### src/rtl/sram_result_reader_pkg.sv
// -----------------------------------------------------------------------------
// sram_result_reader_pkg
// Shared constants for the SRAM result reader: SRAM address/data widths,
// output buffer depth and the FSM state encodings.
// -----------------------------------------------------------------------------
package sram_result_reader_pkg;

  localparam int ADDR_W    = 16;
  localparam int DATA_W    = 128;
  // Output buffer depth. The credit rule and result_fifo2 assume exactly 2.
  localparam int BUF_DEPTH = 2;

  localparam logic [1:0] ST_IDLE   = 2'd0;
  localparam logic [1:0] ST_RUN    = 2'd1;
  localparam logic [1:0] ST_DRAIN  = 2'd2;
  localparam logic [1:0] ST_FINISH = 2'd3;

endpackage

### src/rtl/sram_result_reader_if.sv
// -----------------------------------------------------------------------------
// sram_result_reader_if
// Bundles the drain control, SRAM read-port-1 and output stream signals.
//   master : the reader (drives ReadAddress1, out_valid/out_data, busy, done)
//   slave  : the environment (drives start/start_addr/word_count, ReadBus1,
//            out_ready)
// -----------------------------------------------------------------------------
interface sram_result_reader_if;
  import sram_result_reader_pkg::*;

  logic              start;
  logic [ADDR_W-1:0] start_addr;
  logic [ADDR_W-1:0] word_count;
  logic [ADDR_W-1:0] ReadAddress1;
  logic [DATA_W-1:0] ReadBus1;
  logic              out_valid;
  logic [DATA_W-1:0] out_data;
  logic              out_ready;
  logic              busy;
  logic              done;

  modport master (
    input  start, start_addr, word_count, ReadBus1, out_ready,
    output ReadAddress1, out_valid, out_data, busy, done
  );

  modport slave (
    output start, start_addr, word_count, ReadBus1, out_ready,
    input  ReadAddress1, out_valid, out_data, busy, done
  );

endinterface

### src/rtl/sram_result_reader_fifo2.sv
// -----------------------------------------------------------------------------
// result_fifo2
// Two-entry DATA_W FIFO holding SRAM read data until the stream consumer
// accepts it. Entry 0 is always the head, so head_data_o needs no read mux.
// Ports:
//   clock, reset   clock and asynchronous active-high reset
//   push_i         write push_data_i at the tail
//   push_data_i    data to write
//   pop_i          drop the head entry (caller guarantees count_o != 0)
//   head_data_o    current head entry
//   count_o        number of valid entries (0..2)
// -----------------------------------------------------------------------------
module result_fifo2
  import sram_result_reader_pkg::*;
(
  input  logic              clock,
  input  logic              reset,
  input  logic              push_i,
  input  logic [DATA_W-1:0] push_data_i,
  input  logic              pop_i,
  output logic [DATA_W-1:0] head_data_o,
  output logic [1:0]        count_o
);

  logic [DATA_W-1:0] ent0_q, ent0_d;
  logic [DATA_W-1:0] ent1_q, ent1_d;
  logic [1:0]        count_q, count_d;

  always_comb begin
    ent0_d  = ent0_q;
    ent1_d  = ent1_q;
    count_d = count_q;
    case ({push_i, pop_i})
      2'b10: begin
        if (count_q == 2'd0) ent0_d = push_data_i;
        else                 ent1_d = push_data_i;
        count_d = count_q + 2'd1;
      end
      2'b01: begin
        ent0_d  = ent1_q;
        count_d = count_q - 2'd1;
      end
      2'b11: begin
        // Simultaneous push/pop: count is unchanged, the queue shifts by one.
        if (count_q == 2'd1) begin
          ent0_d = push_data_i;
        end else begin
          ent0_d = ent1_q;
          ent1_d = push_data_i;
        end
      end
      default: ;
    endcase
  end

  always_ff @(posedge clock or posedge reset) begin
    if (reset) begin
      ent0_q  <= '0;
      ent1_q  <= '0;
      count_q <= 2'd0;
    end else begin
      ent0_q  <= ent0_d;
      ent1_q  <= ent1_d;
      count_q <= count_d;
    end
  end

  assign head_data_o = ent0_q;
  assign count_o     = count_q;

endmodule

### src/rtl/sram_result_reader.sv
// -----------------------------------------------------------------------------
// sram_result_reader
// Reads word_count consecutive SRAM words starting at start_addr through
// read port 1 and presents them, in address order, as a valid/ready stream.
// Ports:
//   clock, reset  clock and asynchronous active-high reset
//   bus (master)  start/start_addr/word_count request, ReadAddress1/ReadBus1
//                 SRAM read port, out_valid/out_data/out_ready stream,
//                 busy/done status
// -----------------------------------------------------------------------------
module sram_result_reader
  import sram_result_reader_pkg::*;
(
  input  logic                 clock,
  input  logic                 reset,
  sram_result_reader_if.master bus
);

  logic [1:0]        state_q, state_d;
  logic [ADDR_W-1:0] addr_q, addr_d;
  logic [ADDR_W-1:0] rem_q, rem_d;
  logic [ADDR_W-1:0] raddr_q;
  logic              inflight_q;

  logic [1:0]        buf_count;
  logic [1:0]        buf_count_next;
  logic [DATA_W-1:0] buf_head;
  logic              pop;
  logic              issue;
  logic [2:0]        occupancy;

  assign pop = (buf_count != 2'd0) && bus.out_ready;

  // Entries the buffer will hold after this edge if nothing new is issued.
  // Counting this cycle's pop keeps one word per cycle flowing while the
  // consumer is ready, and still bounds buffer + in-flight at BUF_DEPTH.
  assign occupancy = {1'b0, buf_count} + {2'b00, inflight_q} - {2'b00, pop};
  assign issue     = (state_q == ST_RUN) && (rem_q != '0) &&
                     (occupancy < 3'(BUF_DEPTH));

  assign buf_count_next = buf_count + {1'b0, inflight_q} - {1'b0, pop};

  always_comb begin
    state_d = state_q;
    addr_d  = addr_q;
    rem_d   = rem_q;
    case (state_q)
      ST_IDLE: begin
        if (bus.start) begin
          addr_d  = bus.start_addr;
          rem_d   = bus.word_count;
          // A zero-length drain spends one busy cycle in DRAIN (which is
          // already empty) before FINISH pulses done.
          state_d = (bus.word_count == '0) ? ST_DRAIN : ST_RUN;
        end
      end
      ST_RUN: begin
        if (issue) begin
          addr_d = addr_q + ADDR_W'(1);
          rem_d  = rem_q - ADDR_W'(1);
        end
        if (rem_q == '0) state_d = ST_DRAIN;
      end
      ST_DRAIN: begin
        // Leave on the edge of the final handshake so done follows it by one.
        if (!inflight_q && (buf_count_next == 2'd0)) state_d = ST_FINISH;
      end
      default: state_d = ST_IDLE;
    endcase
  end

  always_ff @(posedge clock or posedge reset) begin
    if (reset) begin
      state_q    <= ST_IDLE;
      addr_q     <= '0;
      rem_q      <= '0;
      raddr_q    <= '0;
      inflight_q <= 1'b0;
    end else begin
      state_q    <= state_d;
      addr_q     <= addr_d;
      rem_q      <= rem_d;
      inflight_q <= issue;
      if (issue) raddr_q <= addr_q;
    end
  end

  // SRAM registers the address at the end of the issue cycle, so the
  // address is presented combinationally and held afterwards.
  assign bus.ReadAddress1 = issue ? addr_q : raddr_q;

  result_fifo2 u_fifo (
    .clock       (clock),
    .reset       (reset),
    .push_i      (inflight_q),
    .push_data_i (bus.ReadBus1),
    .pop_i       (pop),
    .head_data_o (buf_head),
    .count_o     (buf_count)
  );

  assign bus.out_valid = (buf_count != 2'd0);
  assign bus.out_data  = buf_head;
  assign bus.busy      = (state_q == ST_RUN) || (state_q == ST_DRAIN);
  assign bus.done      = (state_q == ST_FINISH);

endmodule
### src/flat_wrapper.sv
// flat-port wrapper written by rule: the top's interface ports become plain ports
module sram_result_reader_flat import sram_result_reader_pkg::*;
  (clock, reset, bus_start, bus_start_addr, bus_word_count, bus_ReadBus1, bus_out_ready, bus_ReadAddress1, bus_out_valid, bus_out_data, bus_busy, bus_done);
  sram_result_reader_if bus_i ();
  input  logic clock;
  input  logic reset;
  input wire logic [$bits(bus_i.start)-1:0] bus_start;
  input wire logic [$bits(bus_i.start_addr)-1:0] bus_start_addr;
  input wire logic [$bits(bus_i.word_count)-1:0] bus_word_count;
  input wire logic [$bits(bus_i.ReadBus1)-1:0] bus_ReadBus1;
  input wire logic [$bits(bus_i.out_ready)-1:0] bus_out_ready;
  output wire logic [$bits(bus_i.ReadAddress1)-1:0] bus_ReadAddress1;
  output wire logic [$bits(bus_i.out_valid)-1:0] bus_out_valid;
  output wire logic [$bits(bus_i.out_data)-1:0] bus_out_data;
  output wire logic [$bits(bus_i.busy)-1:0] bus_busy;
  output wire logic [$bits(bus_i.done)-1:0] bus_done;
  assign bus_i.start = bus_start;
  assign bus_i.start_addr = bus_start_addr;
  assign bus_i.word_count = bus_word_count;
  assign bus_i.ReadBus1 = bus_ReadBus1;
  assign bus_i.out_ready = bus_out_ready;
  assign bus_ReadAddress1 = bus_i.ReadAddress1;
  assign bus_out_valid = bus_i.out_valid;
  assign bus_out_data = bus_i.out_data;
  assign bus_busy = bus_i.busy;
  assign bus_done = bus_i.done;
  sram_result_reader u_core (.clock(clock), .reset(reset), .bus(bus_i));
endmodule
### config.mk
export PLATFORM = sky130hd
export DESIGN_NAME = sram_result_reader_flat
export DESIGN_NICKNAME = d
export VERILOG_FILES = /design/src/rtl/sram_result_reader_pkg.sv /design/src/rtl/sram_result_reader_if.sv /design/src/rtl/sram_result_reader_fifo2.sv /design/src/rtl/sram_result_reader.sv /design/src/flat_wrapper.sv
export SDC_FILE = /design/constraint.sdc
export NUM_CORES = 1
export LEC_CHECK = 0
export BUFFER_PORTS_ARGS = -buffer_cell sky130_fd_sc_hd__clkbuf_2
export CORE_ASPECT_RATIO = 0.7
export CORE_MARGIN = 1
export CORE_UTILIZATION = 51
export CTS_CLUSTER_DIAMETER = 80
export CTS_CLUSTER_SIZE = 30
export DETAILED_ROUTE_END_ITERATION = 16
export PLACE_DENSITY = 0.86
export SLEW_MARGIN = 20
export SYNTH_ARGS = -nofsm -noshare
export SYNTH_HDL_FRONTEND = slang
export SYNTH_SLANG_ARGS = --single-unit
### constraint.sdc
create_clock -name clock -period 13.6 [get_ports clock]
set_input_delay 2.72 -clock clock [delete_from_list [all_inputs] [get_ports clock]]
set_output_delay 2.72 -clock clock [all_outputs]
set_load 0.005 [all_outputs]
* Word-level counts from Yosys, hierarchy flattened
Index checks and enable logic that the tools add are counted.
Storage, ports and cells: logic and storage cells 71, input port bits 164, register bits 309, output and inout bits 147
Operators by class: $lt $le $gt $ge 1, reduce and logical (&&, ||, !) cells 21, add/sub/neg operators 8, eq/ne operators 14, multiplexer cells 19
Operators by type and width (count):
- 128-bit 2-to-1 mux | 4
- 128-bit case mux with 3 select lines | 1
- 128-bit case mux with 2 select lines | 1
- 16-bit 2-to-1 mux | 5
- 16-bit case mux with 2 select lines | 2
- 16-bit logical NOT | 2
- 16-bit by 1-bit adder with 16-bit output, second input constant | 1
- 16-bit nonzero test | 1
- 16-bit by 1-bit subtractor with 16-bit output, second input constant | 1
- 3-bit AND reduction | 3
- 2-bit == test, second input constant | 4
- 2-bit 2-to-1 mux | 4
- 2-bit != test, second input constant | 4
- 2-bit nonzero test | 4
- 2-bit by 1-bit == test with 1-bit output, second input constant | 3
- 2-bit logical NOT | 3
- 2-bit by 1-bit != test with 1-bit output, second input constant | 3
- 2-bit case mux with 3 select lines | 1
- 1-bit logical AND | 4
- 2-bit case mux with 2 select lines | 1
- 2-bit by 1-bit adder with 3-bit output | 1
- 3-bit by 2-bit < comparator with 1-bit output, second input constant | 1
- 3-bit nonzero test | 1
- 3-bit by 1-bit subtractor with 3-bit output | 1
- 7 further kinds | 7

* Logic depth before layout (Yosys ltp)
Gate-level depths: netlist of the first run.
depth in word-level cells 7, depth in mapped cells 15

* Modules after synthesis
A second synthesis of the first run with hierarchy kept.
Unflattened totals: cell total of the unflattened synthesis 1358, area total of the unflattened synthesis 14941.8 sq um
Modules (own cells, without submodules):
- result_fifo2 | sequential area each 6456.2 sq um, cells each 1036, times used 1, area an instance 11956.5 sq um
- sram_result_reader | sequential area each 1276.2 sq um, cells each 322, times used 1, area an instance 2985.4 sq um

* Worst setup path before layout of the first run
OpenSTA, ideal clock, no wires.
path kind input port to output port, start point input port bus_out_ready, end point output port bus_ReadAddress1[10], data arrival time 4.873 ns, path buffers 1, required time 10.880 ns, slack 6.007 ns, stages 11, cell sequence nor2b_1 > ha_1 > inv_1 > ha_1 > inv_1 > fa_1 > xnor2_1 > nand2_1 > nor2_2 > buf_6 > mux2_4
On the way: cells in the longest elaborated chain, start to end 5
RTL lines:
- from (decl) | RTL line flat_wrapper.sv:11 | input wire logic [$bits(bus_i.out_ready)-1:0] bus_out_ready;
- 1-bit logical AND | RTL line sram_result_reader.sv:32 | assign pop = (buf_count != 2'd0) && bus.out_ready;
- 3-bit by 1-bit subtractor with 3-bit output | RTL line sram_result_reader.sv:37 | assign occupancy = {1'b0, buf_count} + {2'b00, inflight_q} - {2'b00, pop};
- 3-bit by 2-bit < comparator with 1-bit output | RTL line sram_result_reader.sv:39 | (occupancy < 3'(BUF_DEPTH));
- 1-bit logical AND | RTL line sram_result_reader.sv:38 | assign issue = (state_q == ST_RUN) && (rem_q != '0) &&
- net u_core.issue | RTL line sram_result_reader.sv:29 | logic issue;
- 16-bit 2-to-1 mux | RTL line sram_result_reader.sv:90 | assign bus.ReadAddress1 = issue ? addr_q : raddr_q;
- to (decl) | RTL line flat_wrapper.sv:12 | output wire logic [$bits(bus_i.ReadAddress1)-1:0] bus_ReadAddress1;
The timed path passes the listed nets, and every way through them passes these cells.

* Final worst setup path of the first run
start point input port bus_out_ready, end point output port bus_ReadAddress1[5]
On the way: cells in the longest elaborated chain, start to end 5
RTL lines (RTL line):
- 1-bit logical AND | sram_result_reader.sv:32
- 3-bit by 1-bit subtractor with 3-bit output | sram_result_reader.sv:37
- 3-bit by 2-bit < comparator with 1-bit output | sram_result_reader.sv:39
- 1-bit logical AND | sram_result_reader.sv:38
- 16-bit 2-to-1 mux | sram_result_reader.sv:90
No other way between the ends.

==> results.py, run 1 <==
metrics = {
    "critical_path": {
        "startpoint_type": "input pin",
        "arrival_ns": 5.51,
        "cp_data_required_time_ns": 10.88,
        "worstPathCellList": "clkbuf_2 > nor2b_1 > ha_1 > inv_1 > ha_1 > inv_1 > fa_1 > xnor2_1 > nand2_1 > nor2_4 > mux2_2 > clkbuf_2",
        "critPathMaxStageDelay_ns": 0.50,
        "crit_family": "simple AND/OR/NAND/NOR gates",
        "critPathSlowestCell": "nor2_4",
        "criticalPathCategory": "in2out",
        "path_buf_inv": 4,
        "setup.worst_path.end_class": "primary output",
        "cp_max_fo": 17,
    },
    "global_routing": {
        "overflow": 0,
        "grt_pass1_wl_mm": 50.8,
        "met3_usage": 0.0499,
        "grt_util_met1": 0.328,
        "grt_pass1_vias": 9763,
        "grt_util_all_layers": 0.234,
        "busiest_layer": "met2",
        "grt_max_degree": 110,
        "grt.met2_usage": 0.363,
        "antenna_found_initial": 1,
    },
    "die": {
        "start_util": 0.520,
        "core_area_mm2": 0.0257,
        "dieHeight_um": 138,
        "fp.dieArea_mm2": 0.0269,
        "num_rows": 49,
        "ios": 311,
        "die_x_um": 196,
    },
    "placed_design": {
        "gp_congestion": 0.884,
        "dpl-instance-area_mm2": 0.0151,
        "place_hpwl_mm": 22.6,
        "io_buffers": 310,
    },
    "routing": {
        "drtIter0Drc": 891,
        "finalWirelength_mm": 32.7,
        "dr_total_vias": 10253,
        "ant_nets": 0,
        "drcViolationCount": 0,
        "vias_per_cell": 5.83,
        "routedWlPerCell_um": 18.6,
        "drt-pass1-iter-count": 7,
    },
    "run_status": {
        "outcome": "finished clean",
    },
    "logic_synthesis": {
        "yosysTopAreaCellShare": 0.577,
        "synthXorXnorAreaFrac": 0.00196,
        "synthAdderAreaFrac": 0.0136,
        "syn_inst": 1173,
        "synth_edf_count": 0,
        "syn_area_mm2": 0.0134,
        "syn_avg_cell_area_um2": 11.4,
        "synthSimpleGateAreaFrac": 0.0891,
        "seq_area_frac_synth": 0.577,
        "synth_top_family_by_area": "compound AO/OA/AOI/OAI gates",
        "ys_top_cells_by_count": "dfrtp_1 (309), nand2_1 (163), o21ai_0 (142)",
        "yosysMostFrequentCell": "dfrtp_1",
        "synth.area.mux_share": 0.128,
        "yosysTopAreaCell": "dfrtp_1",
        "async_flop_share": 1.00,
        "synth_compound_gate_area_share": 0.158,
        "yosysWarnings": 0,
        "syn_nets": 1351,
        "ys.flop_type": "dfrtp_1",
        "ys_ff_latch": 309,
        "synth_area_leaders": "dfrtp_1 (58%), mux2_2 (12%), a22oi_1 (7.2%), o21ai_0 (5.3%), nand2_1 (4.6%)",
        "synthDistinctLibCells": 60,
    },
    "clock_network": {
        "clockBufferDepth": 3,
        "clkLatencyLatePin_ns": 0.50,
        "cts_tree": "built",
        "clk_pin_slew_ns": 0.10,
        "cts_setup_buffers": 0,
        "cts_root_buf": "clkbuf_16",
        "cts_sinks": 309,
        "cts_made_buffers": 14,
        "cts_resized": 0,
        "htreeDepth": 1,
        "holdBufCountCts": 0,
    },
    "sta": {
        "setup_viol": 0,
        "slew_headroom": 0.282,
        "final.setup.tns_ns": 0,
        "period_minus_slack_ns": 8.23,
        "tightestPinTransition_ns": 1.08,
        "hold_viol_final": 0,
        "slew_viol_final": 0,
        "fin_skew_ns": 0.0189,
        "hold_slack_ns": 0.487,
        "fmax_ghz": 0.122,
        "rsz0062_at_grt": "false",
        "finalCritPeriodShare": 0.605,
    },
    "layout": {
        "fin_nets": 1604,
        "fin_area_mm2": 0.0155,
        "diodes": 0,
        "drive_gt1_frac": 0.354,
        "synthToLayoutAreaGrowth_pct": 16.1,
        "postLayoutCoreUtil": 0.604,
        "fillers": 2064,
    },
    "flow_run": {
        "cap_violations": 0,
    },
    "min_path": {
        "hold_class": "reg2reg",
    },
    "pwr": {
        "leakage_nw": 7.24,
        "p_per_area_mw_per_mm2": 250,
        "ir_drop_uv": 151,
        "total_power_mw": 3.89,
    },
}
[sequential cells by signal, summed over array words and instances (netlist names)]
register and count:
u_core.state_q 2, u_core.inflight_q 1, u_core.rem_q 16, u_core.addr_q 16, u_core.u_fifo.count_o 2, u_core.u_fifo.head_data_o 128, u_core.raddr_q 16, u_core.u_fifo.ent1_q 128
[routing by layer]
layer	share of wire	wire length, µm
met3	0.076	2490
met1	0.43	14100
met4	0.030	993
met5	0.00040	13
met2	0.46	15000
[cell families (layout without fill, tap and decap cells)]
family          count (synthesis)  in the layout
simple gates                  261            261
xor+xnor                        3              3
fa+ha+maj                      14             14
compound gates                334            334
mux                           149            149
buf+inv                       103            357
flops                         309            309
[tightest hold or removal path, stage by stage (launching register included)]
cell and delay, ns:
dfrtp_1 0.36, nand2_1 0.04, o21ai_0 0.06
[through the flow]
stage / cells / worst slack (ns)
floorplan: 1173 / 2.34
global placement: 1741 / 5.16
detailed placement: 1741 / 5.08
CTS: 1758 / 5.07
global route: 1758 / 5.19
finish: 1758 / 5.37
[cell usage in the layout (no fill, tap or decap), types with 5 or more instances in the layout]
master and count:
a21oi_1 22, a22oi_1 128, buf_4 13, clkbuf_16 15, clkbuf_2 310, dfrtp_1 309, ha_1 13, inv_1 16
mux2_2 137, mux2_4 9, nand2_1 163, nand3_1 11, nand4_1 6, nor2_1 29, nor3_1 8, o21ai_0 142
o22ai_1 5, o32ai_1 5
[final timing paths]
check	startpoint	to	slack, ns	cells after the start
worst max-delay path	bus_out_ready	bus_ReadAddress1[5]	5.37	12
worst min-delay path	u_core.u_fifo.head_data_o[49]	u_core.u_fifo.head_data_o[49]	0.49	2
worst max register to register	u_core.u_fifo.count_o[1]	u_core.u_fifo.ent1_q[53]	8.99	9
worst min register to register	u_core.u_fifo.head_data_o[49]	u_core.u_fifo.head_data_o[49]	0.49	2
max in group asynchronous	reset	u_core.raddr_q[5]	9.04	4
min in group asynchronous	reset	u_core.u_fifo.ent1_q[110]	2.24	2
[area by class of cell]
type / instances / area [µm²] / share of cell area
Multi-Input combinational cell: 761 / 5280 / 0.340
Tap cell: 331 / 414 / 0.0266
Clock inverter: 2 / 27.5 / 0.00177
Inverter: 17 / 71.3 / 0.00459
Sequential cell: 309 / 7730 / 0.497
Timing Repair Buffer: 323 / 1650 / 0.106
Clock buffer: 15 / 375 / 0.0241
[where the power goes]
group / internal (mW) / switching (mW)
Clock: 0.204 / 0.284
Sequential: 1.38 / 0.279
Combinational: 0.801 / 0.946
Note: power is estimated with default switching activity, not from simulation.
==> run 2, diff against run 1 <==
--- a/config.mk
+++ b/config.mk
@@ -5,14 +5,15 @@
 export SDC_FILE = /design/constraint.sdc
 export NUM_CORES = 1
 export LEC_CHECK = 0
+export ABC_AREA = 1
 export BUFFER_PORTS_ARGS = -buffer_cell sky130_fd_sc_hd__clkbuf_2
 export CORE_ASPECT_RATIO = 0.7
 export CORE_MARGIN = 1
-export CORE_UTILIZATION = 51
+export CORE_UTILIZATION = 50
 export CTS_CLUSTER_DIAMETER = 80
 export CTS_CLUSTER_SIZE = 30
 export DETAILED_ROUTE_END_ITERATION = 16
-export PLACE_DENSITY = 0.86
+export PLACE_DENSITY = 0.87
 export SLEW_MARGIN = 20
 export SYNTH_ARGS = -nofsm -noshare
 export SYNTH_HDL_FRONTEND = slang
==> constraint.sdc (replaced) <==
create_clock -name clock -period 6.6 [get_ports clock]
set_input_delay 1.32 -clock clock [delete_from_list [all_inputs] [get_ports clock]]
set_output_delay 1.32 -clock clock [all_outputs]
set_load 0.005 [all_outputs]
==> run 2 against run 1 <==
Clock power is 120% higher. Design area is 7.5% higher. Sequential share of layout area is 3.5 points lower. Global-route usage is 3.2 points higher. Combinational power is 130% higher. Synthesized cell count is 44% higher. Critical path depth is 3 higher. Register-to-register slack worse by 6.2 ns. Die area is 12% higher. Hold slack worse by 0.010 ns. Clock-buffer cell count is 1 higher. Worst setup slack worse by 3.8 ns.
==> results.py, run 2 <==
metrics = {
    "run_status": {
        "outcome": "finished clean",
    },
    "logic_synthesis": {
        "ys_ff_latch": 309,
        "syn_nets": 1863,
        "yosysMostFrequentCell": "nand2_1",
        "syn_inst": 1685,
        "yosysWarnings": 0,
        "seq_area_frac_synth": 0.523,
        "synthSimpleGateAreaFrac": 0.233,
        "synth_top_family_by_area": "simple AND/OR/NAND/NOR gates",
        "syn_area_mm2": 0.0148,
        "yosysTopAreaCell": "dfrtp_1",
        "synth_area_leaders": "dfrtp_1 (52%), nand2_1 (9.9%), nand3_1 (8.0%), a31oi_1 (5.5%), o21ai_0 (5.2%)",
        "ys_top_cells_by_count": "nand2_1 (390), dfrtp_1 (309), nand3_1 (235)",
        "synth.area.mux_share": 0.0513,
        "async_flop_share": 1.00,
        "synthAdderAreaFrac": 0.0124,
        "synth_edf_count": 0,
        "ys.flop_type": "dfrtp_1",
        "syn_avg_cell_area_um2": 8.77,
        "yosysTopAreaCellShare": 0.523,
        "synthDistinctLibCells": 34,
        "synthXorXnorAreaFrac": 0.00237,
        "synth_compound_gate_area_share": 0.116,
    },
    "clock_network": {
        "clk_pin_slew_ns": 0.11,
        "cts_resized": 0,
        "clkLatencyLatePin_ns": 0.51,
        "clockBufferDepth": 3,
        "cts_root_buf": "clkbuf_16",
        "cts_setup_buffers": 0,
        "cts_made_buffers": 14,
        "cts_sinks": 309,
        "holdBufCountCts": 0,
        "htreeDepth": 1,
        "cts_tree": "built",
    },
    "placed_design": {
        "place_hpwl_mm": 25.8,
        "io_buffers": 310,
        "gp_congestion": 0.939,
    },
    "die": {
        "num_rows": 52,
        "ios": 311,
        "start_util": 0.510,
        "dieHeight_um": 146,
        "fp.dieArea_mm2": 0.0302,
        "core_area_mm2": 0.0290,
        "die_x_um": 207,
    },
    "critical_path": {
        "crit_family": "adder cells",
        "criticalPathCategory": "reg2out",
        "cpMostUsedCell": "inv_1",
        "cp_data_required_time_ns": 5.28,
        "critPathSlowestCell": "fa_1",
        "critPathMaxStageDelay_ns": 0.47,
        "setup.worst_path.end_class": "primary output",
        "path_buf_inv": 7,
        "startpoint_type": "flop",
        "arrival_ns": 3.74,
        "cp_max_fo": 31,
        "worstPathCellList": "inv_1 > ha_1 > inv_1 > nand2_1 > inv_1 > ha_4 > inv_1 > ha_1 > inv_1 > fa_1 > inv_1 > nor2_1 > nand3_4 > o21ai_0 > clkbuf_2",
    },
    "pwr": {
        "p_per_area_mw_per_mm2": 511,
        "total_power_mw": 8.54,
        "power_frac_comb": 0.474,
        "p_sw_frac": 0.424,
        "leakage_nw": 8.39,
        "seqPwrFrac": 0.401,
        "p_int_mw": 4.92,
        "p_sw_mw": 3.62,
        "ir_drop_uv": 313,
        "pwr-share-clk": 0.126,
    },
    "flow_run": {
        "cap_violations": 0,
    },
    "global_routing": {
        "antenna_found_initial": 0,
        "grt_pass1_vias": 13004,
        "grt_util_all_layers": 0.265,
        "overflow": 0,
        "grt_max_degree": 175,
        "grt_pass1_wl_mm": 66.4,
    },
    "layout": {
        "drive_gt1_frac": 0.220,
        "synthToLayoutAreaGrowth_pct": 13.1,
        "fin_nets": 2075,
        "final_cell_mix": "nand2_1 (387), clkbuf_2 (310), dfrtp_1 (309), nand3_1 (235), nor2_1 (178)",
        "diodes": 0,
        "mostFrequentLayoutCell": "nand2_1",
        "fillers": 2532,
    },
    "sta": {
        "period_minus_slack_ns": 5.06,
        "slew_viol_final": 0,
        "hold_viol_final": 0,
        "fmax_ghz": 0.197,
        "slew_headroom": 0.317,
        "setup_viol": 0,
        "fin_skew_ns": 0.0177,
        "tightestPinTransition_ns": 1.02,
        "rsz0062_at_grt": "false",
        "final.setup.tns_ns": 0,
        "finalCritPeriodShare": 0.767,
    },
    "routing": {
        "finalWirelength_mm": 40.2,
        "drt-met1-wl_mm": 17.1,
        "dr_wl_met2_mm": 18.5,
        "wl_met3_mm": 3.41,
        "drcViolationCount": 0,
        "vias_per_cell": 5.80,
        "drtIter0Drc": 1536,
        "drt-pass1-iter-count": 6,
        "ant_nets": 0,
        "routedWlPerCell_um": 17.6,
        "dr_total_vias": 13210,
        "top_layer_used": "met4",
    },
    "min_path": {
        "hold_class": "reg2reg",
    },
}
## run 2: cell count changes in the layout (fill, tap and decap cells not counted), sizes merged, moves of 6 or more
cell   before  now
a31oi       2  131
mux2      146   54
inv        18   52
nand2     163  395
nand3      11  236
a22oi     128    0
or4         6    0
nor3       10    0
o21ai     144  164
a21oi      24    6
and4        6    0
nor2       30  181
## run 2: path summary, 6_finish.rpt
path                                           start  slack [ns]                         to  cells after the start
min in group asynchronous                      reset        0.99         u_core.raddr_q[15]                      3
hold / removal             u_core.u_fifo.ent1_q[124]        0.48  u_core.u_fifo.ent1_q[124]                      2
hold reg to reg            u_core.u_fifo.ent1_q[124]        0.48  u_core.u_fifo.ent1_q[124]                      2
max in group asynchronous                      reset        4.77  u_core.u_fifo.ent1_q[124]                      3
setup / recovery            u_core.u_fifo.count_o[1]        1.54        bus_ReadAddress1[7]                     15
setup reg to reg            u_core.u_fifo.count_o[1]        2.78          u_core.addr_q[11]                     16
## run 2: tightest hold or removal path: stages (launching register included)
cell	delay (ns)
dfrtp_1	0.36
nand2_1	0.05
nand2_1	0.04
## run 2: layout make-up
cell class	instances	area (µm²)	area share
timing repair buffer	325	1710	0.103
sequential	309	7730	0.463
inverter	52	201	0.0121
multi-input combinational	1195	6160	0.369
clock buffer	16	379	0.0227
clock inverter	4	51.3	0.00307
tap	378	473	0.0283
## run 2: logic make-up (layout without fill, tap and decap cells)
kind of cell	count (synthesis)	after routing
compound gates	305	305
xor+xnor	4	4
fa+ha+maj	14	14
buf+inv	181	397
flops	309	309
mux	54	54
simple gates	818	818
## run 2: power by group through the flow
stage          combinational (mW)  sequential [mW]  clock (mW)
2_1_floorplan                2.92             3.34           0
3_3_place_gp                 3.88             3.39           0
3_5_place_dp                 4.04             3.44           0
4_1_cts                      4.04             3.41        1.10
5_1_grt                      4.52             3.53        1.15
6_report                     4.04             3.42        1.07
## run 2: per-stage QoR
stage          worst slack, ns  hold WS, ns   util  cells  instance area [µm²]
5_1_grt                   1.23        0.491  0.577   2279                16700
3_3_place_gp              1.64        0.446  0.562   2259                16300
2_1_floorplan             1.17        0.436      -   1685                14800
4_1_cts                   1.51        0.479  0.577   2279                16700
6_report                  1.54        0.476  0.577   2279                16700
3_5_place_dp              1.54        0.453  0.562   2259                16300
## run 2: layer usage
layer / vias to the layer above / track usage
met5: - / 0
li1: 6091 / -
met2: 626 / 0.421
met1: 6424 / 0.368
met4: 0 / 0.0866
met3: 69 / 0.0505
